`src/rtl/garbage_manager_if.sv`:
```
// rtl/garbage_manager_if.sv - lock/garbage bus between clear detector, garbage manager and its consumers
//
// Purpose: groups every non-clock signal of garbage_manager into one bundle.
// Ports (signals):
//   game_start            sync clear, same effect as reset
//   piece_locked          one-cycle lock pulse
//   lines_clr_cnt[2:0]    rows cleared by the lock (0..4)
//   tspin                 lock was a T-spin
//   garbage_in_valid      opponent sent garbage (pulse)
//   garbage_in_lines[3:0] rows received (1..15)
//   attack_valid          attack_lines valid (pulse)
//   attack_lines[3:0]     rows sent after cancellation
//   lines_sent_total[9:0] cumulative rows sent
//   combo_cnt[4:0]        consecutive clearing locks
//   b2b_active            last clearing lock was difficult
//   garbage_pending[4:0]  incoming rows awaiting insertion
//   garbage_insert_valid  insertion request (pulse)
//   garbage_insert_lines[3:0] rows to insert
// master = upstream/downstream side, slave = garbage_manager.
interface garbage_manager_if;
  logic       game_start;
  logic       piece_locked;
  logic [2:0] lines_clr_cnt;
  logic       tspin;
  logic       garbage_in_valid;
  logic [3:0] garbage_in_lines;
  logic       attack_valid;
  logic [3:0] attack_lines;
  logic [9:0] lines_sent_total;
  logic [4:0] combo_cnt;
  logic       b2b_active;
  logic [4:0] garbage_pending;
  logic       garbage_insert_valid;
  logic [3:0] garbage_insert_lines;

  modport master (
    output game_start, piece_locked, lines_clr_cnt, tspin,
           garbage_in_valid, garbage_in_lines,
    input  attack_valid, attack_lines, lines_sent_total, combo_cnt,
           b2b_active, garbage_pending, garbage_insert_valid,
           garbage_insert_lines
  );

  modport slave (
    input  game_start, piece_locked, lines_clr_cnt, tspin,
           garbage_in_valid, garbage_in_lines,
    output attack_valid, attack_lines, lines_sent_total, combo_cnt,
           b2b_active, garbage_pending, garbage_insert_valid,
           garbage_insert_lines
  );
endinterface

```
`src/rtl/garbage_manager.sv`:
```
// rtl/garbage_manager.sv - attack computation, garbage cancellation and insertion bookkeeping
//
// Purpose: on each piece lock computes attack = base + b2b + combo, cancels
// pending incoming garbage first, sends the remainder, and releases pending
// garbage on non-clearing locks. Accumulates garbage received from the opponent.
// Ports:
//   clk    system clock
//   rst_l  synchronous reset, active-high
//   bus    garbage_manager_if.slave (all lock, garbage and status signals)
// All outputs are registered; latency is one cycle.
module garbage_manager #(
  parameter int MAX_PENDING = 20,
  parameter int MAX_INSERT  = 8
) (
  input  logic                clk,
  input  logic                rst_l,
  garbage_manager_if.slave    bus
);

  localparam logic [4:0] MAX_PEND5 = 5'(MAX_PENDING);
  localparam logic [4:0] MAX_INS5  = 5'(MAX_INSERT);
  localparam logic [3:0] MAX_INS4  = 4'(MAX_INSERT);

  logic [3:0] attack_lines_q;
  logic       attack_valid_q;
  logic [9:0] total_q;
  logic [4:0] combo_q;
  logic       b2b_q;
  logic [4:0] pending_q;
  logic       insert_valid_q;
  logic [3:0] insert_lines_q;

  logic [2:0] lines;
  logic       lock;
  logic       clearing;
  logic       tspin_eff;
  logic       difficult;
  logic [3:0] base;
  logic [2:0] combo_bonus;
  logic [3:0] raw;
  logic [3:0] cancel;
  logic [3:0] attack;
  logic [3:0] ins;
  logic       insert_fire;
  logic [4:0] pend_after_lock;
  logic [5:0] pend_sum;
  logic [4:0] pend_next;
  logic [10:0] total_sum;
  logic [9:0] total_next;
  logic [4:0] combo_next;
  logic       b2b_next;

  assign lines    = bus.lines_clr_cnt;
  assign lock     = bus.piece_locked;
  assign clearing = (lines != 3'd0);

  // A T-spin with L = 4 is not a T-spin clear; it scores as a plain tetris.
  assign tspin_eff = bus.tspin && (lines >= 3'd1) && (lines <= 3'd3);
  assign difficult = (lines == 3'd4) || tspin_eff;

  always_comb begin
    base = 4'd0;
    if (tspin_eff) begin
      base = {lines, 1'b0};
    end else begin
      case (lines)
        3'd2:    base = 4'd1;
        3'd3:    base = 4'd2;
        3'd4:    base = 4'd4;
        default: base = 4'd0;
      endcase
    end
  end

  // Combo bonus is indexed by the streak length before this lock.
  always_comb begin
    combo_bonus = 3'd0;
    if (clearing) begin
      case (combo_q)
        5'd0:             combo_bonus = 3'd0;
        5'd1, 5'd2:       combo_bonus = 3'd1;
        5'd3, 5'd4:       combo_bonus = 3'd2;
        5'd5, 5'd6:       combo_bonus = 3'd3;
        5'd7, 5'd8, 5'd9: combo_bonus = 3'd4;
        default:          combo_bonus = 3'd5;
      endcase
    end
  end

  assign raw = base + {3'b000, difficult && b2b_q} + {1'b0, combo_bonus};

  // When pending <= raw (<= 12) pending fits in 4 bits, so the slice is exact.
  assign cancel = ({1'b0, raw} < pending_q) ? raw : pending_q[3:0];
  assign attack = raw - cancel;

  // Same reasoning: below MAX_INSERT the pending count fits in 4 bits.
  assign ins         = (pending_q < MAX_INS5) ? pending_q[3:0] : MAX_INS4;
  assign insert_fire = lock && !clearing && (pending_q != 5'd0);

  // Lock effects apply first; incoming rows are added afterwards so they are
  // never cancelled or inserted in the cycle they arrive.
  always_comb begin
    pend_after_lock = pending_q;
    if (lock && clearing) begin
      pend_after_lock = pending_q - {1'b0, cancel};
    end else if (insert_fire) begin
      pend_after_lock = pending_q - {1'b0, ins};
    end
  end

  assign pend_sum  = {1'b0, pend_after_lock}
                   + (bus.garbage_in_valid ? {2'b00, bus.garbage_in_lines} : 6'd0);
  assign pend_next = (pend_sum > {1'b0, MAX_PEND5}) ? MAX_PEND5 : pend_sum[4:0];

  assign total_sum  = {1'b0, total_q} + {7'd0, attack};
  assign total_next = total_sum[10] ? 10'd1023 : total_sum[9:0];

  assign combo_next = !clearing ? 5'd0 :
                      (combo_q == 5'd31) ? 5'd31 : combo_q + 5'd1;

  // L == 0 leaves the back-to-back chain untouched.
  assign b2b_next = difficult ? 1'b1 : (clearing ? 1'b0 : b2b_q);

  always_ff @(posedge clk) begin
    if (rst_l || bus.game_start) begin
      attack_valid_q <= 1'b0;
      attack_lines_q <= 4'd0;
      total_q        <= 10'd0;
      combo_q        <= 5'd0;
      b2b_q          <= 1'b0;
      pending_q      <= 5'd0;
      insert_valid_q <= 1'b0;
      insert_lines_q <= 4'd0;
    end else begin
      attack_valid_q <= lock && (raw != 4'd0);
      insert_valid_q <= insert_fire;
      pending_q      <= pend_next;
      if (lock) begin
        combo_q <= combo_next;
        b2b_q   <= b2b_next;
        if (raw != 4'd0) begin
          attack_lines_q <= attack;
          total_q        <= total_next;
        end
        if (insert_fire) begin
          insert_lines_q <= ins;
        end
      end
    end
  end

  assign bus.attack_valid         = attack_valid_q;
  assign bus.attack_lines         = attack_lines_q;
  assign bus.lines_sent_total     = total_q;
  assign bus.combo_cnt            = combo_q;
  assign bus.b2b_active           = b2b_q;
  assign bus.garbage_pending      = pending_q;
  assign bus.garbage_insert_valid = insert_valid_q;
  assign bus.garbage_insert_lines = insert_lines_q;

endmodule

```
`src/flat_wrapper.sv`:
```
// flat-port wrapper written by rule: the top's interface ports become plain ports
module garbage_manager_flat 
#(
  parameter int MAX_PENDING = 20,
  parameter int MAX_INSERT  = 8
)
  (clk, rst_l, bus_game_start, bus_piece_locked, bus_lines_clr_cnt, bus_tspin, bus_garbage_in_valid, bus_garbage_in_lines, bus_attack_valid, bus_attack_lines, bus_lines_sent_total, bus_combo_cnt, bus_b2b_active, bus_garbage_pending, bus_garbage_insert_valid, bus_garbage_insert_lines);
  garbage_manager_if bus_i ();
  input  logic clk;
  input  logic rst_l;
  input wire logic [$bits(bus_i.game_start)-1:0] bus_game_start;
  input wire logic [$bits(bus_i.piece_locked)-1:0] bus_piece_locked;
  input wire logic [$bits(bus_i.lines_clr_cnt)-1:0] bus_lines_clr_cnt;
  input wire logic [$bits(bus_i.tspin)-1:0] bus_tspin;
  input wire logic [$bits(bus_i.garbage_in_valid)-1:0] bus_garbage_in_valid;
  input wire logic [$bits(bus_i.garbage_in_lines)-1:0] bus_garbage_in_lines;
  output wire logic [$bits(bus_i.attack_valid)-1:0] bus_attack_valid;
  output wire logic [$bits(bus_i.attack_lines)-1:0] bus_attack_lines;
  output wire logic [$bits(bus_i.lines_sent_total)-1:0] bus_lines_sent_total;
  output wire logic [$bits(bus_i.combo_cnt)-1:0] bus_combo_cnt;
  output wire logic [$bits(bus_i.b2b_active)-1:0] bus_b2b_active;
  output wire logic [$bits(bus_i.garbage_pending)-1:0] bus_garbage_pending;
  output wire logic [$bits(bus_i.garbage_insert_valid)-1:0] bus_garbage_insert_valid;
  output wire logic [$bits(bus_i.garbage_insert_lines)-1:0] bus_garbage_insert_lines;
  assign bus_i.game_start = bus_game_start;
  assign bus_i.piece_locked = bus_piece_locked;
  assign bus_i.lines_clr_cnt = bus_lines_clr_cnt;
  assign bus_i.tspin = bus_tspin;
  assign bus_i.garbage_in_valid = bus_garbage_in_valid;
  assign bus_i.garbage_in_lines = bus_garbage_in_lines;
  assign bus_attack_valid = bus_i.attack_valid;
  assign bus_attack_lines = bus_i.attack_lines;
  assign bus_lines_sent_total = bus_i.lines_sent_total;
  assign bus_combo_cnt = bus_i.combo_cnt;
  assign bus_b2b_active = bus_i.b2b_active;
  assign bus_garbage_pending = bus_i.garbage_pending;
  assign bus_garbage_insert_valid = bus_i.garbage_insert_valid;
  assign bus_garbage_insert_lines = bus_i.garbage_insert_lines;
  garbage_manager #(.MAX_PENDING(MAX_PENDING), .MAX_INSERT(MAX_INSERT)) u_core (.clk(clk), .rst_l(rst_l), .bus(bus_i));
endmodule
```
`config.mk`:
```
export PLATFORM = sky130hd
export DESIGN_NAME = garbage_manager_flat
export DESIGN_NICKNAME = d
export VERILOG_FILES = /design/src/rtl/garbage_manager_if.sv /design/src/rtl/garbage_manager.sv /design/src/flat_wrapper.sv
export SDC_FILE = /design/constraint.sdc
export NUM_CORES = 1
export LEC_CHECK = 0
export CAP_MARGIN = 10
export CORE_AREA = 2 2 73 75
export CTS_CLUSTER_SIZE = 28
export DETAILED_ROUTE_END_ITERATION = 6
export DIE_AREA = 0 0 75 77
export PLACE_DENSITY_LB_ADDON = 0.12
export SYNTH_ARGS = -nofsm -noshare
export SYNTH_HDL_FRONTEND = slang
export SYNTH_SLANG_ARGS = --single-unit
```
`constraint.sdc`:
```
create_clock -name clk -period 10 [get_ports clk]
set_input_delay 3 -clock clk [delete_from_list [all_inputs] [get_ports clk]]
set_output_delay 3 -clock clk [all_outputs]
set_load 0.02 [all_outputs]
```
==> results of run 1 <==
==> per-stage QoR <==
stage	instance area [um2]	instances	total power [mW]	setup WS [ps]	hold WS, ps
3_3_place_gp	3020	416	0.387	776	459
2_1_floorplan	2530	311	0.331	1870	529
5_1_grt	3140	423	0.556	97.8	504
6_report	3140	423	0.520	770	469
3_5_place_dp	3020	416	0.391	505	467
4_1_cts	3140	423	0.521	762	477
==> Yosys cell counts (3+ instances only) <==
master / instances
or2_2: 3
fa_1: 4
and3_1: 4
nand3_1: 12
o21ai_0: 13
and2_1: 7
dfxtp_1: 34
nor2_1: 35
mux2i_1: 9
clkbuf_1: 6
o211ai_1: 3
nor2b_1: 4
nand2_1: 27
a31oi_1: 6
a21oi_1: 27
inv_1: 18
nand4_1: 3
a211oi_1: 3
ha_1: 23
xor2_1: 4
a21o_1: 9
nand2b_1: 5
nor3_1: 5
xnor2_1: 9
buf_1: 3
==> power breakdown <==
group	leakage (nW)	switching, mW	internal [mW]
Combinational	0.988	0.134	0.0998
Clock	0.0573	0.0508	0.0797
Sequential	0.275	0.0138	0.142
Total	1.32	0.199	0.321
==> sequential cells by signal, indices dropped and copies added, names as in the netlist, named ones only <==
signal                           count
u_core.bus.combo_cnt                 5
u_core.bus.attack_lines              4
u_core.bus.b2b_active                1
u_core.bus.attack_valid              1
u_core.bus.lines_sent_total         10
u_core.bus.garbage_insert_valid      1
u_core.bus.garbage_insert_lines      4
u_core.bus.garbage_pending           5
==> final cells by class <==
type                       instances  share of cell area (%)
multi-input combinational        250                    55.8
sequential                        34                    21.7
timing repair buffer              44                    14.0
tap                               70                    2.79
clock buffer                       6                    2.63
inverter                          18                    2.15
clock inverter                     1                   0.957
==> cells by family after synthesis <==
logic type / synth area share [%]
AO/OA/AOI/OAI: 23.7
XOR/XNOR: 4.50
adder cells (fa/ha/maj): 14.5
buffers and inverters: 4.00
flip-flops: 26.9
multiplexers: 4.00
other: 0.148
AND/OR/NAND/NOR: 22.3
==> worst max-delay path, delay by kind of cell <==
kind | cells | cell delay (ps)
and+or+nand+nor | 6 | 1260
buffers and inverters | 3 | 690
adders and majority gates | 5 | 1550
xor gates and xnor gates | 1 | 230
AOI/OAI and AO/OA | 10 | 2550
muxes | 1 | 100
==> how the worst max path moves through the flow <==
stage	start	end	slack [ps]	depth (start not counted)
2_1_floorplan	bus_lines_clr_cnt[2]	u_core.bus.garbage_pending[0]	1870	25
4_1_cts	bus_lines_clr_cnt[2]	u_core.bus.garbage_pending[0]	760	26
3_5_place_dp	bus_lines_clr_cnt[2]	u_core.bus.garbage_pending[0]	500	26
3_3_place_gp	bus_lines_clr_cnt[2]	u_core.bus.garbage_pending[0]	780	26
6_report	bus_lines_clr_cnt[2]	u_core.bus.garbage_pending[0]	770	26
5_1_grt	bus_lines_clr_cnt[2]	u_core.bus.garbage_pending[0]	100	26
==> routing by layer <==
metal,wire length [um],up-vias
met4,97,0
met1,2980,1093
met2,2940,45
met5,0,-
met3,210,11
li1,-,1200
==> impl_metrics.yaml, run 1 <==
critical_path:
  r2r_cells: 25
  crit_fanout: 8
  reg2reg_slack_ps: 4150
  cp-start-kind: "primary input"
  critPathRequiredTime_ps: 10180
  cpPeakStageDelay_ps: 740
  timing.rr.end: "u_core.bus.garbage_pending[0]"
  slowest_stage: "nor3_1"
  cpMostUsedCell: "ha_1"
  crit_type: "primary input to flip-flop"
  cp.arrival_ps: 9410
  end_kind: "flip-flop"
  r2r-start: "u_core.bus.combo_cnt[4]"
final_layout:
  nFillCells: 453
  drive_gt1_share_pct: 5.67
  fin_util_pct: 63.0
  multi_input_area_um2: 1750
  mostFrequentLayoutCells: "clkdlybuf4s50_1 (43), nor2_1 (35), dfxtp_1 (34), nand2_1 (27), a21oi_1 (27)"
  syn_to_final_growth_pct: 23.9
  regArea_um2: 681
  n_antenna_cell: 0
  fin_nets: 393
  layout.cells.most_common: "clkdlybuf4s50_1"
yosys:
  syn_avg_cell_area_um2: 8.14
  synthTopCellsByArea: "dfxtp_1 (27%), ha_1 (11%), a21oi_1 (5.3%)"
  yosysTopAreaCell: "dfxtp_1"
  ys_ff_latch: 34
  syn-cell-area_um2: 2530
  syn_nets: 351
  synth_edf_count: 0
  ys_warn_count: 0
  syn_inst: 311
  synthFlopType: "dfxtp_1"
  postSynth.asyncResetShare_pct: 0
  synth_cell_types: 55
  seq_area_frac_synth_pct: 26.9
  yosysTopAreaCellShare_pct: 26.9
grt:
  overflow: 0
  grt_max_degree: 24
  use_met2_pct: 35.2
  global_route.usage.met3_pct: 5.26
  grt_antenna_before_repair: 0
  grt.busiest_layer: "met2"
  met1_usage_pct: 29.6
  grt_pass1_vias: 2169
  grt_pass1_wl_um: 10000
  grt_use_total_pct: 22.2
detailed_routing:
  vias_per_cell: 5.55
  drtAntennaViolNets: 0
  dr_total_vias: 2349
  drc: 0
  drt-total-wl_um: 6220
  first_iter_violations: 127
  dr.pass1.iters: 4
  wl_per_cell_um: 14.7
placed_design:
  place.gp.congestion: 0.842
  hpwlAfterDp_um: 4760
  numPortBuffers: 43
floorplan:
  start_util_pct: 50.9
  die_w_um: 75
  fp.coreArea_um2: 4980
  dieArea_um2: 5780
  io_pins: 44
  die_h_um: 77
  rows: 26
clock_tree:
  postCtsSetupBuffers: 0
  cts.sinks: 34
  cts_hold_buf: 0
  path_clk_slew_ps: 70
  numCtsBuffers: 5
  cts_tree: "built"
  clk_path_buf_depth: 2
  clk-insertion-delay-late_ps: 290
  cts_root_buffer: "clkbuf_8"
  htree_levels: 2
  cts-resized-gates: 0
worst_hold_path:
  min_path_type: "flip-flop to flip-flop"
  hold_path_depth: 2
  whs_endpoint: "u_core.bus.garbage_insert_lines[0]"
  hp-start: "u_core.bus.garbage_insert_lines[0]"
pwr:
  powerDensity_nw_per_um2: 166
  p_leak_nw: 1.32
  ir_drop_mv: 0.105
outcome:
  status: "complete, no violations"
sta:
  fmaxAchievable_mhz: 108
  drv_slew: 0
  skew_ps: 3.45
  setup_viol: 0
  period_needed_ps: 9230
  rsz0062_at_grt: "no"
  tightest_slew_ps: 842
  finalCritPeriodShare_pct: 92.3
  slew_headroom_pct: 43.5
  fin_tns_setup_ps: 0
  final-hold-violation-count: 0
job:
  drv_cap: 0
No activity file was read; power rests on OpenSTA's default activity.
==> run 2, diff against run 1 <==
--- a/config.mk
+++ b/config.mk
@@ -5,11 +5,13 @@
 export SDC_FILE = /design/constraint.sdc
 export NUM_CORES = 1
 export LEC_CHECK = 0
+export ABC_AREA = 1
 export CAP_MARGIN = 10
 export CORE_AREA = 2 2 73 75
 export CTS_CLUSTER_SIZE = 28
 export DETAILED_ROUTE_END_ITERATION = 6
 export DIE_AREA = 0 0 75 77
+export GPL_TIMING_DRIVEN = 0
 export PLACE_DENSITY_LB_ADDON = 0.12
 export SYNTH_ARGS = -nofsm -noshare
 export SYNTH_HDL_FRONTEND = slang
==> impl_metrics.yaml, run 2 <==
grt:
  global_route.usage.met3_pct: 3.81
  grt_antenna_before_repair: 0
  grt_pass1_wl_um: 10200
  grt_max_degree: 11
  grt.busiest_layer: "met2"
  met1_usage_pct: 30.0
  overflow: 0
  grt_use_total_pct: 22.4
  use_met2_pct: 36.3
  grt_pass1_vias: 2323
yosys:
  synth_edf_count: 0
  syn-cell-area_um2: 2540
  syn_inst: 356
  yosysTopAreaCell: "dfxtp_1"
  seq_area_frac_synth_pct: 26.8
  postSynth.asyncResetShare_pct: 0
  synthTopCellsByCount: "inv_1 (60), nand2_1 (58), nor2_1 (38)"
  synthFlopType: "dfxtp_1"
  yosysTopAreaCellShare_pct: 26.8
  synthTopCellsByArea: "dfxtp_1 (27%), ha_1 (11%), inv_1 (8.9%)"
  syn_avg_cell_area_um2: 7.14
  synth_cell_types: 41
  ys_ff_latch: 34
  ys_warn_count: 0
  synthMostInstantiatedCell: "inv_1"
  syn_nets: 396
sta:
  fin_tns_setup_ps: 0
  drv_slew: 0
  setup_viol: 0
  rsz0062_at_grt: "no"
  final-hold-violation-count: 0
  fmaxAchievable_mhz: 121
  finalCritPeriodShare_pct: 82.5
  period_needed_ps: 8250
  skew_ps: 9.10
  slew_headroom_pct: 43.3
  tightest_slew_ps: 848
detailed_routing:
  vias_per_cell: 5.07
  drc: 0
  dr.pass1.iters: 4
  first_iter_violations: 128
  wl_per_cell_um: 12.4
  drtAntennaViolNets: 0
  drt-total-wl_um: 5900
  dr_total_vias: 2418
pwr:
  powerDensity_nw_per_um2: 134
  switching_power_uw: 159
  ir_drop_mv: 0.0975
  p_leak_nw: 1.42
  power_frac_comb_pct: 40.1
  power_frac_seq_pct: 34.9
  p_sw_share_pct: 37.6
  power.internal_uw: 264
  p_total_uw: 423
  p_clk_share_pct: 25.0
clock_tree:
  clk_path_buf_depth: 2
  cts_root_buffer: "clkbuf_8"
  cts-resized-gates: 0
  cts.sinks: 34
  numCtsBuffers: 5
  postCtsSetupBuffers: 0
  htree_levels: 2
  cts_hold_buf: 0
  path_clk_slew_ps: 70
  cts_tree: "built"
  clk-insertion-delay-late_ps: 290
floorplan:
  die_h_um: 77
  start_util_pct: 51.1
  rows: 26
  fp.coreArea_um2: 4980
  die_w_um: 75
  io_pins: 44
  dieArea_um2: 5780
final_layout:
  mostFrequentLayoutCells: "inv_1 (60), nand2_1 (58), clkdlybuf4s50_1 (43), nor2_1 (38), dfxtp_1 (34)"
  fin_util_pct: 63.3
  nFillCells: 490
  largest_reg_flops: 10
  syn_to_final_growth_pct: 24.0
  fin_cells: 477
  n_antenna_cell: 0
  fin_nets: 446
  drive_gt1_share_pct: 9.58
  layout.cells.most_common: "inv_1"
worst_hold_path:
  hp-start: "u_core.bus.garbage_insert_lines[2]"
  min_path_type: "flip-flop to flip-flop"
critical_path:
  cpMostUsedCell: "inv_1"
  end_kind: "flip-flop"
  crit_family: "adder cells"
  crit_buf_inv: 7
  slowest_stage: "clkdlybuf4s50_1"
  crit_type: "primary input to flip-flop"
  cpPeakStageDelay_ps: 490
  critPathRequiredTime_ps: 10190
  r2r-start: "u_core.bus.combo_cnt[4]"
  cp-start-kind: "primary input"
  setup.worst_path.start: "bus_lines_clr_cnt[2]"
  cp.arrival_ps: 8450
  crit_fanout: 8
placed_design:
  place.gp.congestion: 0.883
  dpl.cell_count: 469
  numPortBuffers: 43
  hpwlAfterDp_um: 4610
job:
  drv_cap: 0
outcome:
  status: "complete, no violations"
==> run 2: worst paths after layout <==
kind,depth (start not counted),slack [ps],endpoint
worst max register to register,27,4840,u_core.bus.lines_sent_total[4]
worst max-delay path,30,1750,u_core.bus.lines_sent_total[4]
worst min-delay path,2,470,u_core.bus.garbage_insert_lines[2]
worst min register to register,2,470,u_core.bus.garbage_insert_lines[2]
==> run 2: cells by family (layout without fill, tap and decap cells) <==
family	count (synthesis)	count (layout)	synth area share, %
simple gates	146	146	27.5
compound gates	71	71	17.1
buf+inv	67	118	10.3
flops	34	34	26.8
fa+ha+maj	27	27	14.5
xor+xnor	10	10	3.74
other cells	1	1	0.147
==> run 2: worst reg2reg max path: stages, from the launching register on <==
cell and delay [ps]:
dfxtp_1 440, nor2_1 80, nor2_1 150, fa_1 210
inv_1 50, fa_1 400, xor2_2 240, inv_1 120
ha_1 310, nand2_1 80, nand2_1 80, a21oi_4 180
nand2_1 200, o21ai_0 280, ha_1 220, inv_1 50
ha_1 160, inv_1 50, nand2_1 60, xnor2_1 140
ha_1 360, a21o_1 140, a21oi_1 90, nor3_1 160
inv_1 80, nor4_1 320, nor2_1 170, a221oi_1 250
==> run 2: area by class of cell <==
class	count	area (um2)	share of cell area [%]
Sequential cell	34	681	21.6
Inverter	62	233	7.38
Clock buffer	7	86.3	2.74
Tap cell	70	87.6	2.78
Multi-Input combinational cell	255	1600	50.8
Buffer	5	28.8	0.913
Clock inverter	1	5.00	0.159
Timing Repair Buffer	43	430	13.7
==> run 2: stage by stage <==
stage | hold slack, ps | worst slack (ps) | cell area (um2)
after floorplan | 543 | 2600 | 2540
after global placement | 454 | 1530 | 3060
after detailed placement | 459 | 1460 | 3060
after CTS | 469 | 1730 | 3150
after global routing | 506 | 1140 | 3150
final | 467 | 1750 | 3150
==> run 2: routing by layer <==
layer / vias to the layer above / wire, um
met5: - / 0
met4: 0 / 109
met3: 12 / 224
met2: 48 / 2730
met1: 1089 / 2840
li1: 1269 / -
==> run 2: power by group through the flow <==
stage	Sequential [mW]	Clock, mW	Combinational, mW
after CTS	0.148	0.108	0.170
final	0.148	0.106	0.170
after detailed placement	0.151	0	0.169
after floorplan	0.155	0	0.122
after global routing	0.148	0.113	0.193
after global placement	0.151	0	0.166
==> run 3, diff against run 2 <==
==> constraint.sdc (replaced) <==
create_clock -name clk -period 8.1 [get_ports clk]
set_input_delay 2.43 -clock clk [delete_from_list [all_inputs] [get_ports clk]]
set_output_delay 2.43 -clock clk [all_outputs]
set_load 0.02 [all_outputs]
==> impl_metrics.yaml, run 3 (synthesis results as in run 2) <==
outcome:
  status: "complete, no violations"
critical_path:
  crit_family: "simple AND/OR/NAND/NOR gates"
  crit_buf_inv: 6
  crit_path_end: "u_core.bus.lines_sent_total[7]"
  worst-path-stages: 30
  cp-start-kind: "primary input"
  slowest_stage: "clkdlybuf4s50_1"
  end_kind: "flip-flop"
  setup.worst_path.start: "bus_lines_clr_cnt[2]"
  cp.arrival_ps: 7710
  critPathRequiredTime_ps: 8310
  timing.rr.end: "u_core.bus.lines_sent_total[7]"
  r2r-start: "u_core.bus.combo_cnt[4]"
  reg2reg_slack_ps: 3120
  r2r_cells: 27
  crit_type: "primary input to flip-flop"
  cpPeakStageDelay_ps: 490
  crit_fanout: 8
pwr:
  powerDensity_nw_per_um2: 166
  ir_drop_mv: 0.120
  p_sw_share_pct: 37.7
  switching_power_uw: 198
  p_leak_nw: 1.42
  power_frac_seq_pct: 34.8
  power_frac_comb_pct: 40.3
  p_clk_share_pct: 25.0
  power.internal_uw: 327
  p_total_uw: 524
grt:
  grt_pass1_wl_um: 10200
  overflow: 0
  grt_max_degree: 11
  grt_antenna_before_repair: 0
  grt_pass1_vias: 2323
  grt_use_total_pct: 22.4
final_layout:
  fin_nets: 446
  syn_to_final_growth_pct: 24.3
  n_antenna_cell: 0
  mostFrequentLayoutCells: "inv_1 (60), nand2_1 (57), clkdlybuf4s50_1 (43), nor2_1 (38), dfxtp_1 (34)"
  nFillCells: 491
  fin_area_um2: 3160
  fin_util_pct: 63.5
  drive_gt1_share_pct: 10.1
  largest_reg_flops: 10
  layout.cells.most_common: "inv_1"
floorplan:
  die_w_um: 75
  die_h_um: 77
  fp.coreArea_um2: 4980
  start_util_pct: 51.1
  rows: 26
  io_pins: 44
  dieArea_um2: 5780
clock_tree:
  numCtsBuffers: 5
  clk_path_buf_depth: 2
  path_clk_slew_ps: 70
  cts_root_buffer: "clkbuf_8"
  clk-insertion-delay-late_ps: 290
  postCtsSetupBuffers: 0
  cts_tree: "built"
  htree_levels: 2
  cts.sinks: 34
sta:
  slew_headroom_pct: 43.2
  skew_ps: 9.10
  final-hold-violation-count: 0
  period_needed_ps: 7500
  finalCritPeriodShare_pct: 92.6
  rsz0062_at_grt: "no"
  fmaxAchievable_mhz: 133
  setup_viol: 0
  tightest_slew_ps: 849
  drv_slew: 0
  fin_tns_setup_ps: 0
job:
  drv_cap: 0
detailed_routing:
  vias_per_cell: 5.10
  first_iter_violations: 160
  dr.pass1.iters: 5
  wl_per_cell_um: 12.5
  drc: 0
  dr_total_vias: 2432
  drt-total-wl_um: 5940
  drtAntennaViolNets: 0
placed_design:
  place.gp.congestion: 0.883
  numPortBuffers: 43
  hpwlAfterDp_um: 4610
  placed_cell_area_um2: 3060
worst_hold_path:
  hold_path_depth: 2
  min_path_type: "flip-flop to flip-flop"
==> run 3: timing repair <==
action / 4_1_cts / 5_1_grt
gates resized for setup: 0 / 3
hold buffers: 0 / 0
setup endpoints to repair: 0 / 10
==> run 3: final cells by class <==
cell class,count,area (um2),area share (%)
Buffer,5,28.8,0.911
Clock buffer,7,86.3,2.73
Clock inverter,1,5.00,0.158
Inverter,62,233,7.36
Multi-Input combinational cell,255,1610,50.9
Sequential cell,34,681,21.5
Tap cell,70,87.6,2.77
Timing Repair Buffer,43,430,13.6
==> run 3: worst register-to-register path, cell delays in order (launching register included) <==
cell and delay [ps]:
dfxtp_1 440, nor2_1 80, nor2_1 150, fa_1 210, inv_1 50, fa_1 400, xor2_2 240, inv_1 120
ha_1 310, nand2_1 80, nand2_1 80, a21oi_4 200, nand2_2 150, o21ai_1 190, ha_1 200, inv_1 50
ha_1 160, inv_1 50, nand2_1 60, xnor2_1 140, ha_1 360, nand3_1 100, nand2_1 110, a21oi_1 70
nor3_1 290, nand3_1 200, or2_2 310, a31oi_1 120
==> run 3: per-layer routing <==
metal / up-vias / wire length [um] / track usage, %
li1: 1271 / - / -
met1: 1092 / 2850 / 30.0
met2: 57 / 2750 / 36.3
met3: 12 / 224 / 3.81
met4: 0 / 110 / 6.61
met5: - / 0 / 0
==> run 3: metrics by stage <==
stage | hold slack (ps) | cells | setup WS, ps
after floorplan | 543 | 356 | 1270
after global placement | 454 | 469 | 201
after detailed placement | 459 | 469 | 128
after CTS | 469 | 477 | 405
after global routing | 506 | 477 | 59.5
final | 467 | 477 | 602
==> run 3: worst min path at each step <==
stage	slack (ps)	from	to
floorplan	540	u_core.bus.garbage_insert_lines[0]	u_core.bus.garbage_insert_lines[0]
global placement	450	u_core.bus.garbage_insert_lines[2]	u_core.bus.garbage_insert_lines[2]
detailed placement	460	u_core.bus.garbage_insert_lines[2]	u_core.bus.garbage_insert_lines[2]
CTS	470	u_core.bus.garbage_insert_lines[2]	u_core.bus.garbage_insert_lines[2]
global route	510	u_core.bus.garbage_insert_lines[2]	u_core.bus.garbage_insert_lines[2]
finish	470	u_core.bus.garbage_insert_lines[2]	u_core.bus.garbage_insert_lines[2]
==> run 3: power groups by stage <==
stage | combinational [mW] | clock, mW | sequential [mW]
CTS | 0.210 | 0.133 | 0.182
finish | 0.211 | 0.131 | 0.182
floorplan | 0.150 | 0 | 0.192
global placement | 0.205 | 0 | 0.186
detailed placement | 0.208 | 0 | 0.186
global route | 0.239 | 0.139 | 0.183
